<file path="config.mk">
export PLATFORM = sky130hd
export DESIGN_NAME = if_fetch_unit_flat
export DESIGN_NICKNAME = d
export VERILOG_FILES = /design/src/rtl/if_pkg.sv /design/src/rtl/if_fetch_unit_if.sv /design/src/rtl/if_fetch_unit_skid_buf.sv /design/src/rtl/if_fetch_unit.sv /design/src/flat_wrapper.sv
export SDC_FILE = /design/constraint.sdc
export NUM_CORES = 1
export LEC_CHECK = 0
export ABC_AREA = 1
export CAP_MARGIN = 10
export CELL_PAD_IN_SITES_DETAIL_PLACEMENT = 1
export CELL_PAD_IN_SITES_GLOBAL_PLACEMENT = 2
export CORE_MARGIN = 1.5
export CORE_UTILIZATION = 24
export CTS_BUF_LIST = sky130_fd_sc_hd__clkbuf_8
export CTS_CLUSTER_DIAMETER = 40
export CTS_CLUSTER_SIZE = 14
export DETAILED_ROUTE_END_ITERATION = 8
export HOLD_SLACK_MARGIN = 0.12
export PLACE_DENSITY = 0.88
export SLEW_MARGIN = 40
export SYNTH_ARGS = -nofsm -noshare
export SYNTH_HDL_FRONTEND = slang
export SYNTH_SLANG_ARGS = --single-unit
</file>
<file path="constraint.sdc">
create_clock -name clock -period 1.56 [get_ports clock]
set_input_delay 0.312 -clock clock [delete_from_list [all_inputs] [get_ports clock]]
set_output_delay 0.312 -clock clock [all_outputs]
set_load 0.005 [all_outputs]
</file>
<file path="src/rtl/if_pkg.sv">
// ----------------------------------------------------------------------------
// if_pkg
// Shared definitions for the instruction-fetch stage:
//   - FSM state encoding (S_FETCH, S_HOLD)
//   - NOP_INSTR, the word presented to IF/ID when no instruction is valid
//   - default RESET_PC / PC_INC values
//   - next_pc(): sequential PC advance (wraps modulo 2^32)
// ----------------------------------------------------------------------------
package if_pkg;

    localparam logic [0:0]  S_FETCH = 1'b0;  // request outstanding, waiting for ack
    localparam logic [0:0]  S_HOLD  = 1'b1;  // word parked in skid buffer, no request

    localparam logic [31:0] NOP_INSTR        = 32'h0000_0000;
    localparam logic [31:0] DEFAULT_RESET_PC = 32'h0000_0000;
    localparam logic [31:0] DEFAULT_PC_INC   = 32'd4;

    // Plain 32-bit add: 32'hFFFF_FFFC + 4 wraps to 0 with no flag.
    function automatic logic [31:0] next_pc(input logic [31:0] pc, input logic [31:0] inc);
        return pc + inc;
    endfunction

endpackage

</file>
<file path="src/rtl/if_fetch_unit_if.sv">
// ----------------------------------------------------------------------------
// if_fetch_unit_if
// Instruction-memory request bus between the fetch unit and instruction memory.
//   imem_req   : fetch unit -> memory, request valid
//   imem_addr  : fetch unit -> memory, request address (the current pc)
//   imem_ack   : memory -> fetch unit, imem_rdata valid this cycle
//   imem_rdata : memory -> fetch unit, fetched instruction word
// Modports: master (fetch unit side), slave (memory side).
// ----------------------------------------------------------------------------
interface if_fetch_unit_if;

    logic        imem_req;
    logic [31:0] imem_addr;
    logic        imem_ack;
    logic [31:0] imem_rdata;

    modport master (
        output imem_req,
        output imem_addr,
        input  imem_ack,
        input  imem_rdata
    );

    modport slave (
        input  imem_req,
        input  imem_addr,
        output imem_ack,
        output imem_rdata
    );

endinterface

</file>
<file path="src/rtl/if_fetch_unit_skid_buf.sv">
// ----------------------------------------------------------------------------
// if_skid_buf
// One-entry buffer holding a fetched word and its pc while IF/ID is stalled.
// Only instantiated when IF_SKID_BUF_EN is defined.
//   clock, reset       : clock, synchronous active-high reset
//   load               : capture load_data/load_pc, set valid
//   clear              : drop the entry (redirect)
//   unload             : entry consumed, clear valid
//   data, pc, valid    : buffered contents
// ----------------------------------------------------------------------------
module if_skid_buf (
    input  logic        clock,
    input  logic        reset,
    input  logic        load,
    input  logic        clear,
    input  logic        unload,
    input  logic [31:0] load_data,
    input  logic [31:0] load_pc,
    output logic [31:0] data,
    output logic [31:0] pc,
    output logic        valid
);

    always_ff @(posedge clock) begin
        if (reset || clear) begin
            valid <= 1'b0;
            data  <= '0;
            pc    <= '0;
        end else if (load) begin
            valid <= 1'b1;
            data  <= load_data;
            pc    <= load_pc;
        end else if (unload) begin
            valid <= 1'b0;
        end
    end

endmodule

</file>
<file path="src/rtl/if_fetch_unit.sv">
// ----------------------------------------------------------------------------
// if_fetch_unit
// Instruction-fetch stage: owns the pc, issues instruction-memory requests and
// registers fetched words for the IF/ID pipeline register.
//   clock, reset  : clock, synchronous active-high reset
//   stall         : hazard unit hold; freezes outputs and pc
//   redirect      : taken branch/jump, highest priority; loads redirect_pc
//   redirect_pc   : redirect target
//   imem          : instruction-memory bus (master side)
//   instr_out     : instruction to IF/ID, NOP_INSTR when instr_valid=0
//   instr_valid   : instr_out is a real instruction
//   pc_out        : pc of instr_out
//   if_id_write   : IF/ID write enable, combinational ~stall
// Build option: define IF_SKID_BUF_EN to keep a word acked during a stall in
// a one-entry skid buffer instead of dropping and re-fetching it.
// ----------------------------------------------------------------------------
module if_fetch_unit
    import if_pkg::*;
#(
    parameter logic [31:0] RESET_PC = DEFAULT_RESET_PC,
    parameter logic [31:0] PC_INC   = DEFAULT_PC_INC
) (
    input  logic                   clock,
    input  logic                   reset,
    input  logic                   stall,
    input  logic                   redirect,
    input  logic [31:0]            redirect_pc,
    if_fetch_unit_if.master        imem,
    output logic [31:0]            instr_out,
    output logic                   instr_valid,
    output logic [31:0]            pc_out,
    output logic                   if_id_write
);

    logic [0:0]  state;
    logic [31:0] pc;

    // Request is gated by reset so nothing is issued during the reset cycle.
    assign imem.imem_req  = !reset && (state == S_FETCH);
    assign imem.imem_addr = pc;
    assign if_id_write    = !stall;

`ifdef IF_SKID_BUF_EN
    logic        skid_load;
    logic        skid_clear;
    logic        skid_unload;
    logic [31:0] skid_data;
    logic [31:0] skid_pc;
    logic        skid_valid;

    assign skid_load   = !reset && !redirect && (state == S_FETCH) && imem.imem_ack && stall;
    assign skid_clear  = redirect;
    assign skid_unload = !reset && !redirect && (state == S_HOLD) && !stall;

    if_skid_buf u_skid (
        .clock     (clock),
        .reset     (reset),
        .load      (skid_load),
        .clear     (skid_clear),
        .unload    (skid_unload),
        .load_data (imem.imem_rdata),
        .load_pc   (pc),
        .data      (skid_data),
        .pc        (skid_pc),
        .valid     (skid_valid)
    );
`endif

    always_ff @(posedge clock) begin
        if (reset) begin
            pc          <= RESET_PC;
            state       <= S_FETCH;
            instr_out   <= NOP_INSTR;
            instr_valid <= 1'b0;
            pc_out      <= '0;
        end else if (redirect) begin
            // Overrides stall and any ack arriving this cycle.
            pc          <= redirect_pc;
            state       <= S_FETCH;
            instr_out   <= NOP_INSTR;
            instr_valid <= 1'b0;
        end else if (state == S_FETCH) begin
            if (imem.imem_ack && !stall) begin
                instr_out   <= imem.imem_rdata;
                pc_out      <= pc;
                instr_valid <= 1'b1;
                pc          <= next_pc(pc, PC_INC);
            end else if (imem.imem_ack) begin
`ifdef IF_SKID_BUF_EN
                // Word parked in the skid buffer; request stops until drained.
                pc    <= next_pc(pc, PC_INC);
                state <= S_HOLD;
`else
                // Word dropped; same address is requested again.
                pc    <= pc;
`endif
            end else if (!stall) begin
                instr_out   <= NOP_INSTR;
                instr_valid <= 1'b0;
            end
        end else begin
`ifdef IF_SKID_BUF_EN
            if (!stall && skid_valid) begin
                instr_out   <= skid_data;
                pc_out      <= skid_pc;
                instr_valid <= 1'b1;
                state       <= S_FETCH;
            end
`else
            state <= S_FETCH;
`endif
        end
    end

endmodule

</file>
<file path="src/flat_wrapper.sv">
// flat-port wrapper written by rule: the top's interface ports become plain ports
module if_fetch_unit_flat import if_pkg::*;
#(
    parameter logic [31:0] RESET_PC = DEFAULT_RESET_PC,
    parameter logic [31:0] PC_INC   = DEFAULT_PC_INC
)
  (clock, reset, stall, redirect, redirect_pc, instr_out, instr_valid, pc_out, if_id_write, imem_imem_req, imem_imem_addr, imem_imem_ack, imem_imem_rdata);
  if_fetch_unit_if imem_i ();
  input  logic clock;
  input  logic reset;
  input  logic stall;
  input  logic redirect;
  input  logic [31:0] redirect_pc;
  output logic [31:0] instr_out;
  output logic instr_valid;
  output logic [31:0] pc_out;
  output logic if_id_write;
  output wire logic [$bits(imem_i.imem_req)-1:0] imem_imem_req;
  output wire logic [$bits(imem_i.imem_addr)-1:0] imem_imem_addr;
  input wire logic [$bits(imem_i.imem_ack)-1:0] imem_imem_ack;
  input wire logic [$bits(imem_i.imem_rdata)-1:0] imem_imem_rdata;
  assign imem_imem_req = imem_i.imem_req;
  assign imem_imem_addr = imem_i.imem_addr;
  assign imem_i.imem_ack = imem_imem_ack;
  assign imem_i.imem_rdata = imem_imem_rdata;
  if_fetch_unit #(.RESET_PC(RESET_PC), .PC_INC(PC_INC)) u_core (.clock(clock), .reset(reset), .stall(stall), .redirect(redirect), .redirect_pc(redirect_pc), .imem(imem_i), .instr_out(instr_out), .instr_valid(instr_valid), .pc_out(pc_out), .if_id_write(if_id_write));
endmodule
</file>
### Word level (Yosys, flattened, before mapping)

Cells that the tools add are included.
W data, S select, Z words.

| storage, ports and cells | value |
|---|---|
| register bits after elaboration | 97 |
| logic and storage cells | 23 |

| operators by class | value |
|---|---|
| add/subtract/negate cells | 1 |
| equal/unequal tests | 2 |
| mux-type cells | 8 |
| bitwise operators | 1 |
| reductions and logical operators | 7 |

Operator list:

| cell | count |
|---|---|
| $mux W32 | 5 |
| $add A32 B3 Y32 const B | 1 |
| $ne A2 B1 Y1 const B | 2 |
| $reduce_and A2 Y1 | 2 |
| $mux W1 | 3 |
| $logic_not A1 Y1 | 2 |
| $reduce_bool A2 Y1 | 1 |
| $reduce_or A2 Y1 | 1 |
| $logic_and A1 B1 Y1 | 1 |
| $not A1 Y1 | 1 |

### Longest topological paths before layout

| logic depth | value |
|---|---|
| depth in word-level cells | 4 |
| gate-level depth with buffers | 11 |

### Worst setup path before layout

Ideal clock, no wire load.

| timing | value |
|---|---|
| kind | register -> register |
| from | register u_core.pc[3] (netlist: u_core.imem.imem_addr[3]) |
| to | register u_core.pc[24] (netlist: u_core.imem.imem_addr[24]) |
| library setup time | 0.109 ns |
| arrival | 1.330 ns |
| path slack | 0.121 ns |
| cell stages (with the launch flop) | 11 |
| path buffers | 0 |
| clock period less this slack | 1.439 ns |
| cell sequence | dfxtp_1 ha_1 nand2_2 nor2_4 nand2_4 nor3_2 nand2_1 nand2_1 nand3_1 nand2_1 inv_1 |

| on the way | value |
|---|---|
| word-level cells in the longest chain between the ends | 3 |

RTL lines:

| what | line | source |
|---|---|---|
| start: declaration | if_fetch_unit.sv:36 | `logic [31:0] pc;` |
| start signal: assignment | if_fetch_unit.sv:78 | `pc <= redirect_pc;` |
| start signal: assignment | if_fetch_unit.sv:87 | `pc <= next_pc(pc, PC_INC);` |
| start signal: assignment | if_fetch_unit.sv:95 | `pc <= pc;` |
| $add A32 B3 Y32 | if_pkg.sv:20 | `return pc + inc;` |
| $mux W32 | if_fetch_unit.sv:83 | `if (imem.imem_ack && !stall) begin` |
| $mux W32 | if_fetch_unit.sv:76 | `end else if (redirect) begin` |

No other way between the ends. The select of a mux whose other input is x is not followed.
A chain may end at the register's enable or synchronous reset.

### Final worst setup path

| timing | value |
|---|---|
| from | register u_core.instr_out[20] |
| to | output instr_out[20] |

RTL lines:

| what | line | source |
|---|---|---|
| start: declaration | if_fetch_unit.sv:29 | `output logic [31:0] instr_out,` |
| start signal: assignment | if_fetch_unit.sv:84 | `instr_out <= imem.imem_rdata;` |
| end: declaration | flat_wrapper.sv:14 | `output logic [31:0] instr_out;` |

No word-level cell between the ends.

==> insert_results.sql <==
INSERT INTO impl_metrics (metric_group, metric, value, unit) VALUES
('logic_synthesis', 'postSynthCellCount', '652', ''),
('place', 'placedInstanceArea', '6910', 'µm²'),
('clock_network', 'cts-htree-levels', '3', ''),
('setup_path', 'logic_depth_of_the_worst_setup_path_including_buffers', '1', ''),
('floorplanning', 'design.die.area', '19600', 'µm²'),
('clock_network', 'cts.reportedPaths.clkPinSlew', '0.10', 'ns'),
('drt', 'total_routed_wirelength', '18240', 'µm'),
('clock_network', 'clockRootBuffer', 'sky130_fd_sc_hd__clkbuf_8', ''),
('run_status', 'outcome', 'finished, final reports clean', ''),
('logic_synthesis', 'syn_nets', '722', ''),
('floorplanning', 'die_width', '140.0', 'µm'),
('place', 'gp_routability_congestion', '0.8091', ''),
('sta', 'finalSetupViolCount', '0', ''),
('drt', 'detail_route.drc_violations', '0', ''),
('drt', 'route.detailed.vias_per_inst', '4.509', ''),
('setup_path', 'critical_path.n_buffers_inverters', '1', ''),
('clock_network', 'cts_tree', 'done', ''),
('setup_path', 'setup.worst_path.end_class', 'primary output', ''),
('sta', 'final.setup_skew', '0.01369', 'ns'),
('setup_path', 'reg2regPathDepth', '11', ''),
('sta', 'report.final.slew_viol_count', '0', ''),
('logic_synthesis', 'syn-cell-area', '4504', 'µm²'),
('finish', 'final_cell_mix', 'sky130_fd_sc_hd__nand2_1, sky130_fd_sc_hd__buf_4, sky130_fd_sc_hd__dlygate4sd2_1, sky130_fd_sc_hd__clkdlybuf4s50_1, sky130_fd_sc_hd__nor2_1', ''),
('floorplanning', 'rows', '49', ''),
('place', 'place_inst', '1088', ''),
('job', 'max_cap_violations', '0', ''),
('logic_synthesis', 'post_synth_num_cell_types', '33', ''),
('finish', 'layout.filler_cells', '2288', ''),
('floorplanning', 'die_height', '140.0', 'µm'),
('clock_network', 'cts.sinks', '97', ''),
('global_routing', 'antenna_found_initial', '0', ''),
('global_routing', 'pin_count_of_the_biggest_net_entering_global_routing', '34', ''),
('setup_path', 'path_delay_family', 'buffers and inverters', ''),
('floorplanning', 'floorplan.initialDensity', '0.2474', ''),
('setup_path', 'arrival', '1.22', 'ns'),
('finish', 'finalInstanceArea', '7490', 'µm²'),
('logic_synthesis', 'seq_area_frac_synth', '0.4311', ''),
('setup_path', 'timing.critical_path.required', '1.25', 'ns'),
('sta', 'worst_path_setup_slack_after_routing', '0.02868', 'ns'),
('drt', 'detail_route.first_pass.iterations', '4', ''),
('logic_synthesis', 'synth_area_per_cell', '6.908', 'µm²'),
('sta', 'worstMarginPinSlew', '0.3648', 'ns'),
('setup_path', 'criticalPathCategory', 'reg2out', ''),
('global_routing', 'grt_pass1_vias', '5176', ''),
('place', 'io_buffer_count', '167', ''),
('floorplanning', 'fp.coreArea', '18210', 'µm²'),
('min_path', 'min_delay_path_depth', '2', ''),
('finish', 'final_layout_size_suffix_gt1_frac', '0.2389', ''),
('power_and_ir_drop', 'power_density', '714.4', 'nW/µm²'),
('drt', 'route.detailed.wl_per_inst', '16.10', 'µm'),
('clock_network', 'cts-buffers-inserted', '9', ''),
('drt', 'antenna_left', '0', ''),
('drt', 'vias', '5109', ''),
('global_routing', 'global_route_wire_length_before_repair', '28430', 'µm'),
('floorplanning', 'design.portCount', '168', ''),
('clock_network', 'clk_latency', '0.39', 'ns'),
('sta', 'finalSetupTns', '0', 'ns'),
('logic_synthesis', 'synth-seq-cells', '97', ''),
('setup_path', 'worst_r2r_endpoint', 'u_core.imem.imem_addr[25]', ''),
('place', 'place.detailed.hpwl', '13470', 'µm'),
('min_path', 'hold_path_end', 'u_core.instr_out[10]', ''),
('global_routing', 'grt_remaining_overflow', '0', ''),
('sta', 'period_minus_slack', '1.531', 'ns'),
('sta', 'final_min_period_over_clock_period', '0.9816', ''),
('finish', 'final-instance-count-excl-fill', '1133', ''),
('drt', 'drt_first_iter_violations', '194', ''),
('global_routing', 'globalRouteTotalUtil', '0.1875', ''),
('setup_path', 'critical_path.cell_chain', 'clkdlybuf4s50_1', ''),
('finish', 'final_common_cell', 'sky130_fd_sc_hd__nand2_1', ''),
('place', 'place_ws', '-0.3390', 'ns'),
('sta', 'timing.slew.headroom', '0.7549', '');
repair_timing:
action / 4_1_cts / 5_1_grt
hold buffers: 0 / 0
endpoints found under the setup margin: 98 / 44
setup buffers: 24 / 6
gates resized for setup: 146 / 46
pin swaps: 1 / 10
hold endpoints to repair: 0 / 0
gates cloned: 0 / 1
metrics by stage:
stage,utilization,power [µW],hold WS (ns)
3_3_place_gp,0.3795,3664,0.4418
6_report,0.4113,5350,0.4565
2_1_floorplan,-,3039,0.4469
4_1_cts,0.4005,5419,0.4428
5_1_grt,0.4113,5625,0.4669
3_5_place_dp,0.3795,3676,0.4496
area by class of cell:
| type | count | area [µm²] | share of cell area |
|---|---|---|---|
| Multi-Input combinational cell | 461 | 2247 | 0.3000 |
| Tap cell | 229 | 286.5 | 0.03826 |
| Sequential cell | 97 | 2048 | 0.2735 |
| Inverter | 61 | 231.5 | 0.03091 |
| Clock buffer | 10 | 137.6 | 0.01838 |
| Clock inverter | 6 | 60.06 | 0.008019 |
| Timing Repair Buffer | 269 | 2479 | 0.3309 |
power by group:
group	switching [µW]	internal (µW)
Sequential	67.2	2580
Combinational	459	514
Clock	953	779
sequential cells by signal (all words and copies together), names as in the netlist:
signal                 count
u_core.pc_out             32
u_core.imem.imem_addr     32
u_core.instr_valid         1
u_core.instr_out          32
cell usage after synthesis:
cell type                    n  area share
sky130_fd_sc_hd__inv_2       5      0.0042
sky130_fd_sc_hd__ha_1        1      0.0028
sky130_fd_sc_hd__nand4_1     8       0.011
sky130_fd_sc_hd__buf_6       2      0.0050
sky130_fd_sc_hd__buf_4       2      0.0033
sky130_fd_sc_hd__a21oi_1    56       0.062
sky130_fd_sc_hd__and2_1      1      0.0014
sky130_fd_sc_hd__nor2_4      6       0.015
sky130_fd_sc_hd__o21ai_0    31       0.034
sky130_fd_sc_hd__nand3_1    35       0.039
sky130_fd_sc_hd__clkbuf_1   12       0.010
sky130_fd_sc_hd__nor2_8      2      0.0089
sky130_fd_sc_hd__nor2_1     72       0.060
sky130_fd_sc_hd__dfxtp_1    97        0.43
sky130_fd_sc_hd__inv_1      56       0.047
sky130_fd_sc_hd__o211a_1     1      0.0022
sky130_fd_sc_hd__o21a_1     11       0.018
sky130_fd_sc_hd__o31ai_1     1      0.0017
sky130_fd_sc_hd__o21ai_1     1      0.0011
sky130_fd_sc_hd__nor3_2      1      0.0022
sky130_fd_sc_hd__a31oi_1     5      0.0069
sky130_fd_sc_hd__a22o_1      1      0.0019
sky130_fd_sc_hd__buf_2      13       0.014
sky130_fd_sc_hd__o21bai_1    1      0.0017
sky130_fd_sc_hd__nor3_1      4      0.0044
sky130_fd_sc_hd__nand2_1   198        0.16
sky130_fd_sc_hd__nor2_2      4      0.0056
sky130_fd_sc_hd__buf_1       4      0.0033
sky130_fd_sc_hd__a22oi_1     2      0.0033
sky130_fd_sc_hd__nand2_2     5      0.0069
sky130_fd_sc_hd__xor2_1      3      0.0058
sky130_fd_sc_hd__nand2_4     2      0.0050
sky130_fd_sc_hd__nand3b_1    9       0.015
worst min-delay path: cells and delay by family (launching register included):
family	cells	cell delay (ns)
AND/OR/NAND/NOR	1	0.05
AO/OA/AOI/OAI	1	0.05
flip-flops	1	0.32
per-layer routing:
metal	track usage	routed length, µm	vias to the layer above
met5	0	0	-
met4	0.07147	382	0
met3	0.02530	637	19
met2	0.3155	8701	116
met1	0.2443	8522	2401
li1	-	-	2573
kinds of logic after synthesis:
logic type      share of synthesized area
compound gates                     0.1339
xor+xnor                         0.005834
fa+ha+maj                        0.002777
buf+inv                           0.08694
flops                              0.4311
simple gates                       0.3394
worst max path at each step:
stage,startpoint,to,slack [ns]
after CTS,u_core.pc_out[24],pc_out[24],0.0002
after global routing,u_core.imem.imem_addr[2],u_core.imem.imem_addr[24],-0.05
after global placement,stall,u_core.imem.imem_addr[30],-0.29
after detailed placement,stall,u_core.imem.imem_addr[5],-0.34
final,u_core.instr_out[20],instr_out[20],0.03
after floorplan,u_core.imem.imem_addr[3],u_core.imem.imem_addr[24],0.12
No activity file was read; power rests on OpenSTA's default activity.
